==> src/rtl/sdram_arb_pkg.sv <==
// Shared definitions for the SDRAM pass arbiter: FSM state encoding,
// statistics counter widths and a small grant-decode helper.
package sdram_arb_pkg;

  typedef enum logic [2:0] {
    ST_WAIT_INIT = 3'd0,
    ST_IDLE      = 3'd1,
    ST_SETUP     = 3'd2,
    ST_START     = 3'd3,
    ST_RUN       = 3'd4
  } arb_state_t;

  localparam int PASS_CNT_W = 32;
  localparam int WAIT_CNT_W = 16;

  // Expand a grant index (up to 8 requesters) into a one-hot vector.
  function automatic logic [7:0] idx_to_onehot(input logic [2:0] idx);
    return 8'b0000_0001 << idx;
  endfunction

endpackage

==> src/rtl/sdram_pass_arbiter_rr_pick.sv <==
// rr_pick: combinational round-robin pick. Returns the first set request
// bit at or after ptr, wrapping modulo NREQ. ptr is always < NREQ.
module rr_pick #(
  parameter int NREQ  = 2,
  parameter int IDX_W = 1
) (
  input  logic [NREQ-1:0]  req,
  input  logic [IDX_W-1:0] ptr,
  output logic             valid,
  output logic [IDX_W-1:0] idx
);

  logic [IDX_W:0]   sum;
  logic [IDX_W-1:0] cand;

  // Scan candidates from farthest to nearest so the nearest set bit wins.
  always_comb begin
    valid = |req;
    idx   = '0;
    sum   = '0;
    cand  = '0;
    for (int k = NREQ - 1; k >= 0; k--) begin
      sum  = {1'b0, ptr} + (IDX_W+1)'(k);
      cand = (sum >= (IDX_W+1)'(NREQ)) ? IDX_W'(sum - (IDX_W+1)'(NREQ))
                                        : IDX_W'(sum);
      idx  = req[cand] ? cand : idx;
    end
  end

endmodule

==> src/rtl/sdram_pass_arbiter.sv <==
// sdram_pass_arbiter: shares one sdram_control pass engine between NREQ
// requesters. Waits for SDRAM init, grants whole passes round-robin, issues
// a single-cycle start and steers wdat/ready/rdat to the granted requester.
// Optional statistics (pass_count, wait_max) are built when the macro
// SDRAM_ARB_STATS_EN is defined.
module sdram_pass_arbiter
  import sdram_arb_pkg::*;
#(
  parameter int NREQ   = 2,
  parameter int DATA_W = 16,
  parameter int IDX_W  = (NREQ > 2) ? $clog2(NREQ) : 1
) (
  input  logic                     clk,
  input  logic                     rst_n,
  input  logic [NREQ-1:0]          req,
  input  logic [NREQ-1:0]          req_rnw,
  input  logic [NREQ*DATA_W-1:0]   req_wdat,
  output logic [NREQ-1:0]          gnt,
  output logic [NREQ-1:0]          req_ready,
  output logic [NREQ-1:0]          req_done,
  output logic [DATA_W-1:0]        rdat,
  output logic                     init_done,
  output logic                     busy,
  output logic                     dram_start,
  output logic                     dram_rnw,
  output logic [DATA_W-1:0]        dram_wdat,
  input  logic                     dram_done,
  input  logic                     dram_ready,
  input  logic [DATA_W-1:0]        dram_rdat
`ifdef SDRAM_ARB_STATS_EN
  ,
  output logic [NREQ*PASS_CNT_W-1:0] pass_count,
  output logic [WAIT_CNT_W-1:0]      wait_max
`endif
);

  arb_state_t       state, state_next;
  logic [IDX_W-1:0] idx, idx_next;
  logic [IDX_W-1:0] ptr, ptr_next;
  logic [NREQ-1:0]  gnt_next;
  logic [NREQ-1:0]  done_next;
  logic             busy_next;
  logic             rnw_next;
  logic             start_next;
  logic             init_next;
  logic             pick_valid;
  logic [IDX_W-1:0] pick_idx;

  rr_pick #(
    .NREQ  (NREQ),
    .IDX_W (IDX_W)
  ) u_rr_pick (
    .req   (req),
    .ptr   (ptr),
    .valid (pick_valid),
    .idx   (pick_idx)
  );

  // Route the engine handshake to/from the granted requester only.
  always_comb begin
    req_ready = {NREQ{dram_ready}} & gnt;
    rdat      = dram_rdat;
    dram_wdat = '0;
    for (int i = 0; i < NREQ; i++) begin
      dram_wdat = (idx == IDX_W'(i)) ? req_wdat[i*DATA_W +: DATA_W] : dram_wdat;
    end
  end

  // Next-state and next-output logic of the pass FSM.
  always_comb begin
    state_next = state;
    idx_next   = idx;
    ptr_next   = ptr;
    gnt_next   = gnt;
    busy_next  = busy;
    rnw_next   = dram_rnw;
    init_next  = init_done;
    start_next = 1'b0;
    done_next  = '0;
    case (state)
      ST_WAIT_INIT: begin
        if (dram_done) begin
          init_next  = 1'b1;
          state_next = ST_IDLE;
        end else begin
          state_next = ST_WAIT_INIT;
        end
      end
      ST_IDLE: begin
        if (pick_valid) begin
          idx_next   = pick_idx;
          gnt_next   = NREQ'(idx_to_onehot(3'(pick_idx)));
          rnw_next   = req_rnw[pick_idx];
          busy_next  = 1'b1;
          state_next = ST_SETUP;
        end else begin
          state_next = ST_IDLE;
        end
      end
      ST_SETUP: begin
        // dram_rnw has been stable for a cycle; launch the pass.
        start_next = 1'b1;
        state_next = ST_START;
      end
      ST_START: begin
        start_next = 1'b0;
        state_next = ST_RUN;
      end
      ST_RUN: begin
        if (dram_done) begin
          done_next  = NREQ'(idx_to_onehot(3'(idx)));
          gnt_next   = '0;
          busy_next  = 1'b0;
          ptr_next   = (idx == IDX_W'(NREQ - 1)) ? '0 : idx + IDX_W'(1);
          state_next = ST_IDLE;
        end else begin
          state_next = ST_RUN;
        end
      end
      default: begin
        state_next = ST_WAIT_INIT;
        gnt_next   = '0;
        busy_next  = 1'b0;
        init_next  = 1'b0;
        rnw_next   = 1'b1;
      end
    endcase
  end

  // FSM state and registered outputs.
  always_ff @(posedge clk or negedge rst_n) begin
    if (!rst_n) begin
      state      <= ST_WAIT_INIT;
      idx        <= '0;
      ptr        <= '0;
      gnt        <= '0;
      busy       <= 1'b0;
      dram_rnw   <= 1'b1;
      dram_start <= 1'b0;
      req_done   <= '0;
      init_done  <= 1'b0;
    end else begin
      state      <= state_next;
      idx        <= idx_next;
      ptr        <= ptr_next;
      gnt        <= gnt_next;
      busy       <= busy_next;
      dram_rnw   <= rnw_next;
      dram_start <= start_next;
      req_done   <= done_next;
      init_done  <= init_next;
    end
  end

`ifdef SDRAM_ARB_STATS_EN
  logic [PASS_CNT_W-1:0] pass_cnt [NREQ];
  logic [WAIT_CNT_W-1:0] wait_cnt [NREQ];
  logic [WAIT_CNT_W-1:0] wait_max_q;
  logic [WAIT_CNT_W-1:0] wait_peak;

  // Largest current wait run, folded with the recorded maximum.
  always_comb begin
    wait_peak = wait_max_q;
    for (int i = 0; i < NREQ; i++) begin
      wait_peak = (wait_cnt[i] > wait_peak) ? wait_cnt[i] : wait_peak;
    end
  end

  // Per-requester pass counters and wait-run counters.
  always_ff @(posedge clk or negedge rst_n) begin
    if (!rst_n) begin
      for (int i = 0; i < NREQ; i++) begin
        pass_cnt[i] <= '0;
        wait_cnt[i] <= '0;
      end
      wait_max_q <= '0;
    end else begin
      for (int i = 0; i < NREQ; i++) begin
        if (req_done[i]) begin
          pass_cnt[i] <= pass_cnt[i] + PASS_CNT_W'(1);
        end
        if (req[i] && !gnt[i]) begin
          if (wait_cnt[i] != {WAIT_CNT_W{1'b1}}) begin
            wait_cnt[i] <= wait_cnt[i] + WAIT_CNT_W'(1);
          end
        end else begin
          wait_cnt[i] <= '0;
        end
      end
      wait_max_q <= wait_peak;
    end
  end

  // Flatten the counters onto the output bus.
  always_comb begin
    pass_count = '0;
    for (int i = 0; i < NREQ; i++) begin
      pass_count[i*PASS_CNT_W +: PASS_CNT_W] = pass_cnt[i];
    end
    wait_max = wait_max_q;
  end
`endif

endmodule

==> config.mk <==
export PLATFORM = sky130hd
export DESIGN_NAME = sdram_pass_arbiter
export DESIGN_NICKNAME = d
export VERILOG_FILES = /design/src/rtl/sdram_arb_pkg.sv /design/src/rtl/sdram_pass_arbiter_rr_pick.sv /design/src/rtl/sdram_pass_arbiter.sv
export SDC_FILE = /design/constraint.sdc
export NUM_CORES = 1
export LEC_CHECK = 0
export ABC_AREA = 1
export BUFFER_PORTS_ARGS = -buffer_cell sky130_fd_sc_hd__buf_4
export CAP_MARGIN = 40
export CORE_MARGIN = 3
export CORE_UTILIZATION = 34
export DETAILED_ROUTE_END_ITERATION = 6
export PLACE_DENSITY = 0.8
export SETUP_SLACK_MARGIN = 0.5
export SYNTH_ARGS = -nofsm -noshare
export SYNTH_HDL_FRONTEND = slang
export SYNTH_HIERARCHICAL = 1
export SYNTH_SLANG_ARGS = --single-unit
==> constraint.sdc <==
create_clock -name clk -period 1.32 [get_ports clk]
set_input_delay 0.066 -clock clk [delete_from_list [all_inputs] [get_ports clk]]
set_output_delay 0.066 -clock clk [all_outputs]
set_load 0.05 [all_outputs]
==> results of run 1 <==
==> stage by stage <==
stage	hold slack (ps)	TNS, ps
after floorplan	-230	0
after global placement	-82.8	0
after detailed placement	-78.3	0
after CTS	66.8	-100
==> cells by family after synthesis <==
kind of cell / count (synthesis)
simple gates: 86
flops: 13
compound gates: 7
buf+inv: 33
==> repair_timing <==
item | in CTS
setup buffers | 14
endpoints found under the setup margin | 39
cloned | 3
endpoints found under the hold margin | 13
resized for setup | 84
hold buffers | 1
pin swaps | 16
==> results.toml, run 1 <==
[floorplanning]
io_pins = 98
initial_core_util_pct = 36.0
die_h_um = 57.5
die_w_um = 57.5
row_count = 18

[synthesis]
synth_compound_area_share_pct = 4.17
ys_types = 18
synthTopCellsByArea = "dfrtp_1 (33%), nand2_1 (28%), buf_4 (14%)"
synthSimpleGateAreaFrac_pct = 38.5
synth_top_area_share_pct = 33.3
synth-edff-count = 0
syn_area_sq_um = 901
syn_nets = 195
yosysSeqAreaShare_pct = 36.3
synth.most_common_cell = "nand2_1"
synth_commonest_cells = "nand2_1 (68), buf_4 (17), dfrtp_1 (12), inv_1 (11), nor2_1 (7)"
synth.avg_cell_area_sq_um = 6.48
ys_warn_count = 6
synth_area_leader_cell = "dfrtp_1"
syn_inst = 139
synthAdderAreaFrac_pct = 0
ys_seq_elements = 13
muxShareOfSynthArea_pct = 0
async_reset_ff_share_pct = 100
synth-main-ff-cell = "dfrtp_1"
synth_top_family_by_area = "simple AND/OR/NAND/NOR gates"
synth-xor-area-share_pct = 0

[placement]
dp_slack_ps = 191
placed_area_sq_mm = 0.00165
dp_cells = 217
port_buffers = 65
dpl.hpwl_mm = 2.26
place.gp.congestion = 0.759

[sta]
worst_endpoint = "dram_wdat[5]"
worst_endpoint_kind = "primary output"

[grt]
antenna_found_initial = 0
grt_max_degree = 14

[status]
haltStage = "5_1_grt"
status = "did not finish"
tool.error = "[ERROR DPL-0033] detailed placement checks failed during check placement."

[clock_tree]
cts_made_buffers = 3
cts.sinks = 13
cts_buffer_depth = 2
cts_root_buf = "clkbuf_4"
htreeDepth = 1
==> run 2: changes to the inputs <==
- CORE_AREA: default -> 3 3 64 66
- CORE_MARGIN: 3 -> default
- CORE_UTILIZATION: 34 -> default
- DIE_AREA: default -> 0 0 67 69
- PLACE_DENSITY: 0.8 -> default
- PLACE_DENSITY_LB_ADDON: default -> 0.15
- SETUP_SLACK_MARGIN: 0.5 -> default
==> run 2 against run 1 <==
The run now ends clean; synthesized cell count did not move; area after synthesis did not move.
==> results.toml, run 2 <==
[sta]
maxSlewViolCount = 0
period_share_pct = 93.6
max_freq_mhz = 809
hold_slack_ps = 112
setup_ws_ps = 84.1
period_needed_ps = 1240
rsz0062_at_grt = "false"
tns_ps = 0
slew_headroom_pct = 79.6
finClkSkew_ps = 1.98
hold_viol_final = 0
finalSetupViolations = 0
tightest_slew_ps = 307

[clock_tree]
clk_latency_ps = 250
cts_root_buf = "clkbuf_8"
cts_buffer_depth = 2
clk_pin_slew_worst_paths_ps = 50
htreeDepth = 1
tritoncts = "built"
postCtsSetupBuffers = 0
cts.sinks = 13
cts_made_buffers = 3

[power_and_ir_drop]
switching_share_pct = 55.5
ir_drop_mv = 0.941
p_int_uw = 1420
p_switching_uw = 1770
p_seq_share_pct = 21.7
pwr-share-clk_pct = 11.1
power_density_mw_per_mm2 = 2300
pwr-share-comb_pct = 67.2
leakage_uw = 0.000829

[detailed_routing]
ant_nets = 0
remaining_drc_errors = 0
drtIter0Drc = 11
avgRoutedWirePerCell_um = 11.3
wl_mm = 2.70
vias = 1008
vias_per_cell = 4.22
drt-pass1-iter-count = 4

[placement]
placed_area_sq_mm = 0.00132
place.gp.congestion = 0.765
dp_cells = 234
dp_slack_ps = 227
dpl.hpwl_mm = 2.15
port_buffers = 65

[cells_and_area]
antennaDiodeCount = 0
stdcell_count = 239
registers.top_by_ff_count = "state"
final_common_cell = "nand2_1"
top_regs = "state (3), gnt (2), req_done (2)"
layout-drive-gt1-share_pct = 40.3
fin_nets = 248
finalInstanceArea_sq_mm = 0.00139
area_delta_synth_final_pct = 54.0
largest_reg_flops = 3
layout_common_cells = "nand2_1 (68), buf_4 (65), inv_1 (11), dfrtp_1 (11), nor2_1 (7)"

[grt]
grt_pass1_wl_mm = 4.16
grt_remaining_overflow = 0
antenna_found_initial = 0
grt_max_degree = 19
grt_pass1_vias = 993
grt_usage_pct = 11.4

[synthesis]
synth_area_leader_cell = "dfrtp_1"
synth-main-ff-cell = "dfrtp_1"
synth-edff-count = 0
async_reset_ff_share_pct = 100
synthTopCellsByArea = "dfrtp_1 (33%), nand2_1 (28%), buf_4 (14%)"
syn_inst = 139
synth_top_area_share_pct = 33.3
synth.avg_cell_area_sq_um = 6.48
synth.most_common_cell = "nand2_1"
ys_types = 18
ys_warn_count = 6
yosysSeqAreaShare_pct = 36.3
syn_nets = 195
synth_commonest_cells = "nand2_1 (68), buf_4 (17), dfrtp_1 (12), inv_1 (11), nor2_1 (7)"
ys_seq_elements = 13
syn_area_sq_um = 901

[setup_path]
cp-end-kind = "primary output"
critical_path_peak_fanout = 18
start_kind = "flip-flop"
required_ps = 1250
crit_type = "flip-flop to primary output"
r2r_cells = 4
r2r_slack_ps = 180
crit_arrival_ps = 1170

[flow_run]
maxCapViolations = 0

[floorplanning]
row_count = 22
initial_core_util_pct = 24.8
core_sq_mm = 0.00363
dieArea_sq_mm = 0.00462
io_pins = 98
die_w_um = 67
die_h_um = 69

[min_path]
hp-class = "primary input to flip-flop"
holdPathStages = 3

[status]
status = "finished, final reports clean"
[run 2: layout make-up]
type	instances	area, sq um
Sequential cell	13	328
Fill cell	414	2250
Tap cell	48	60.1
Inverter	14	57.6
Multi-Input combinational cell	93	384
Clock buffer	4	45.0
Timing Repair Buffer	67	513
[run 2: timing repair]
item                                    CTS  global route
resized for setup                         2             3
pin swaps                                 0             0
hold buffers                              1             0
endpoints found under the setup margin    1             1
hold endpoints to repair                 13             0
[run 2: metrics by stage]
step                util [%]  total power, uW
floorplan                  -             2310
global placement        36.3             2820
detailed placement      36.3             2820
CTS                     38.0             3220
global route            38.2             3430
finish                  38.2             3190
[run 2: worst max-delay path, cell delays in order, from the launching register on]
cell     delay, ps
dfrtp_2        440
buf_8          170
nand2_1         70
nand2_1         60
buf_4          190
[run 2: worst paths after layout]
check | from | to
max | idx | dram_wdat[14]
min | dram_done | init_done
max reg2reg | state[0] | ptr
min reg2reg | dram_rnw | dram_rnw
max in group asynchronous | rst_n | dram_rnw
min in group asynchronous | rst_n | state[1]
[run 2: kinds of logic after synthesis]
group	share of synthesized area, %
and+or+nand+nor	38.5
buffers and inverters	21.1
DFF	36.3
AOI/OAI and AO/OA	4.17
[run 2: layer usage]
layer  track usage, %  up-vias  wire length, um
met2             18.0       74             1240
met4             5.63        0               55
met3             5.54        7              415
met5                0        -                0
met1             12.6      417              984
li1                 -      510                -
[run 2: power by group through the flow]
stage                     sequential [uW]  combinational (uW)  clock [uW]
after floorplan                       935                1370           0
after CTS                             683                2160         374
after detailed placement              677                2140           0
after global routing                  704                2340         389
final                                 693                2140         356
after global placement                675                2140           0
Power figures use the tool's default switching activity.
==> run 3: changes to the inputs <==
- GPL_TIMING_DRIVEN: default -> 0
- PLACE_DENSITY_LB_ADDON: 0.15 -> default
==> run 3 against run 2 <==
Flip-flop and latch count is the same; global-route usage grew 0.84 points; count of clock-buffer cells in the layout is the same; first-iteration DRC count grew to 2.5 times the previous value; total power grew 18%; via count grew 12%; critical path depth grew 2; cell area grew 31%; final cell count grew 17%; die area is the same; register-to-register slack gained 20 ps.
==> results.toml, run 3 (synthesis results as in run 2) <==
[detailed_routing]
avgRoutedWirePerCell_um = 10.1
remaining_drc_errors = 0
wl_mm = 2.82
vias_per_cell = 4.05
drt-pass1-iter-count = 4
ant_nets = 0
vias = 1130
drtIter0Drc = 28

[grt]
grt_pass1_wl_mm = 4.51
grt_usage_pct = 12.3
antenna_found_initial = 0
grt_max_degree = 14
grt_remaining_overflow = 0
grt_pass1_vias = 1094

[cells_and_area]
stdcell_count = 279
area_delta_synth_final_pct = 102
registers.top_by_ff_count = "state"
top_regs = "state (3), gnt (2), req_done (2)"
layout_common_cells = "buf_4 (85), nand2_1 (52), buf_6 (17), nand2_2 (17), dfrtp_1 (12)"
fin_nets = 288
antennaDiodeCount = 0
final_common_cell = "buf_4"
largest_reg_flops = 3
layout-drive-gt1-share_pct = 57.1

[floorplanning]
core_sq_mm = 0.00363
io_pins = 98
die_w_um = 67
row_count = 22
die_h_um = 69
initial_core_util_pct = 24.8
dieArea_sq_mm = 0.00462

[clock_tree]
cts_buffer_depth = 2
clk_latency_ps = 240
tritoncts = "built"
clk_pin_slew_worst_paths_ps = 50
cts_made_buffers = 3
cts_root_buf = "clkbuf_8"
cts.sinks = 13
htreeDepth = 1

[sta]
finalSetupViolations = 0
tightest_slew_ps = 289
maxSlewViolCount = 0
period_needed_ps = 1280
max_freq_mhz = 783
slew_headroom_pct = 80.8
hold_slack_ps = 119
tns_ps = 0
finClkSkew_ps = 3.26
period_share_pct = 96.8
rsz0062_at_grt = "true"
hold_viol_final = 0

[min_path]
hp-class = "primary input to flip-flop"

[placement]
place.gp.congestion = 0.783
port_buffers = 81
dpl.hpwl_mm = 2.22
dp_cells = 268

[flow_run]
maxCapViolations = 0

[setup_path]
crit_type = "flip-flop to primary output"
cp-end-kind = "primary output"
start_kind = "flip-flop"
crit_arrival_ps = 1210
required_ps = 1250
critical_path_peak_fanout = 5

[power_and_ir_drop]
power_density_mw_per_mm2 = 2060
ir_drop_mv = 0.727
leakage_uw = 0.00105

[status]
status = "finished, final reports clean"
-- run 3: path summary, 6_finish.rpt --
path | end | slack [ps] | cells past startpoint | startpoint
worst max-delay path | dram_wdat[14] | 40 | 6 | idx
worst max register to register | ptr | 200 | 4 | state[0]
max in group asynchronous | dram_rnw | 890 | 2 | rst_n
worst min register to register | dram_rnw | 470 | 2 | dram_rnw
min in group asynchronous | gnt[1] | 200 | 2 | rst_n
worst min-delay path | init_done | 120 | 3 | dram_done
-- run 3: report_power, final --
group	internal [uW]	switching, uW	total (uW)
sequential	563	103	666
combinational	1010	1730	2740
clock	213	140	353
-- run 3: layout make-up --
class / instances / area [sq um]
repair buffers: 88 / 751
plain buffers: 19 / 154
clock buffers: 4 / 45.0
flip-flops and latches: 13 / 327
multi-input cells: 93 / 424
inverters: 14 / 60.1
well taps: 48 / 60.1
fillers: 387 / 1810
-- run 3: metal layers --
metal	track usage [%]	vias to the layer above	part of all wire, %	wire, um
met5	0	-	0	0
met4	4.73	0	1.6	45
met3	4.07	4	15	414
met2	20.0	75	48	1360
met1	14.6	460	35	998
li1	-	591	-	-
-- run 3: timing repair --
action / CTS / global route
resized for setup: 17 / 28
gates cloned: 1 / 0
setup buffers: 3 / 2
hold buffers: 1 / 0
hold endpoints to repair: 13 / 0
endpoints found under the setup margin: 16 / 16
pin swaps: 0 / 9
-- run 3: through the flow --
stage / area, sq um / power, uW / utilization, % / setup WS (ps)
5_1_grt: 1820 / 4020 / 50.1 / -24.6
3_3_place_gp: 1570 / 2990 / 43.2 / 70.2
3_5_place_dp: 1570 / 2990 / 43.2 / 73.1
2_1_floorplan: 901 / 2310 / - / 113
4_1_cts: 1720 / 3600 / 47.4 / 3.45
6_report: 1820 / 3760 / 50.1 / 42.6
-- run 3: worst max-delay path, cell delays in order (launching register included) --
cell,delay (ps)
dfrtp_1,370
buf_6,140
inv_8,60
buf_6,120
nand2_1,60
nand2_1,70
buf_6,160
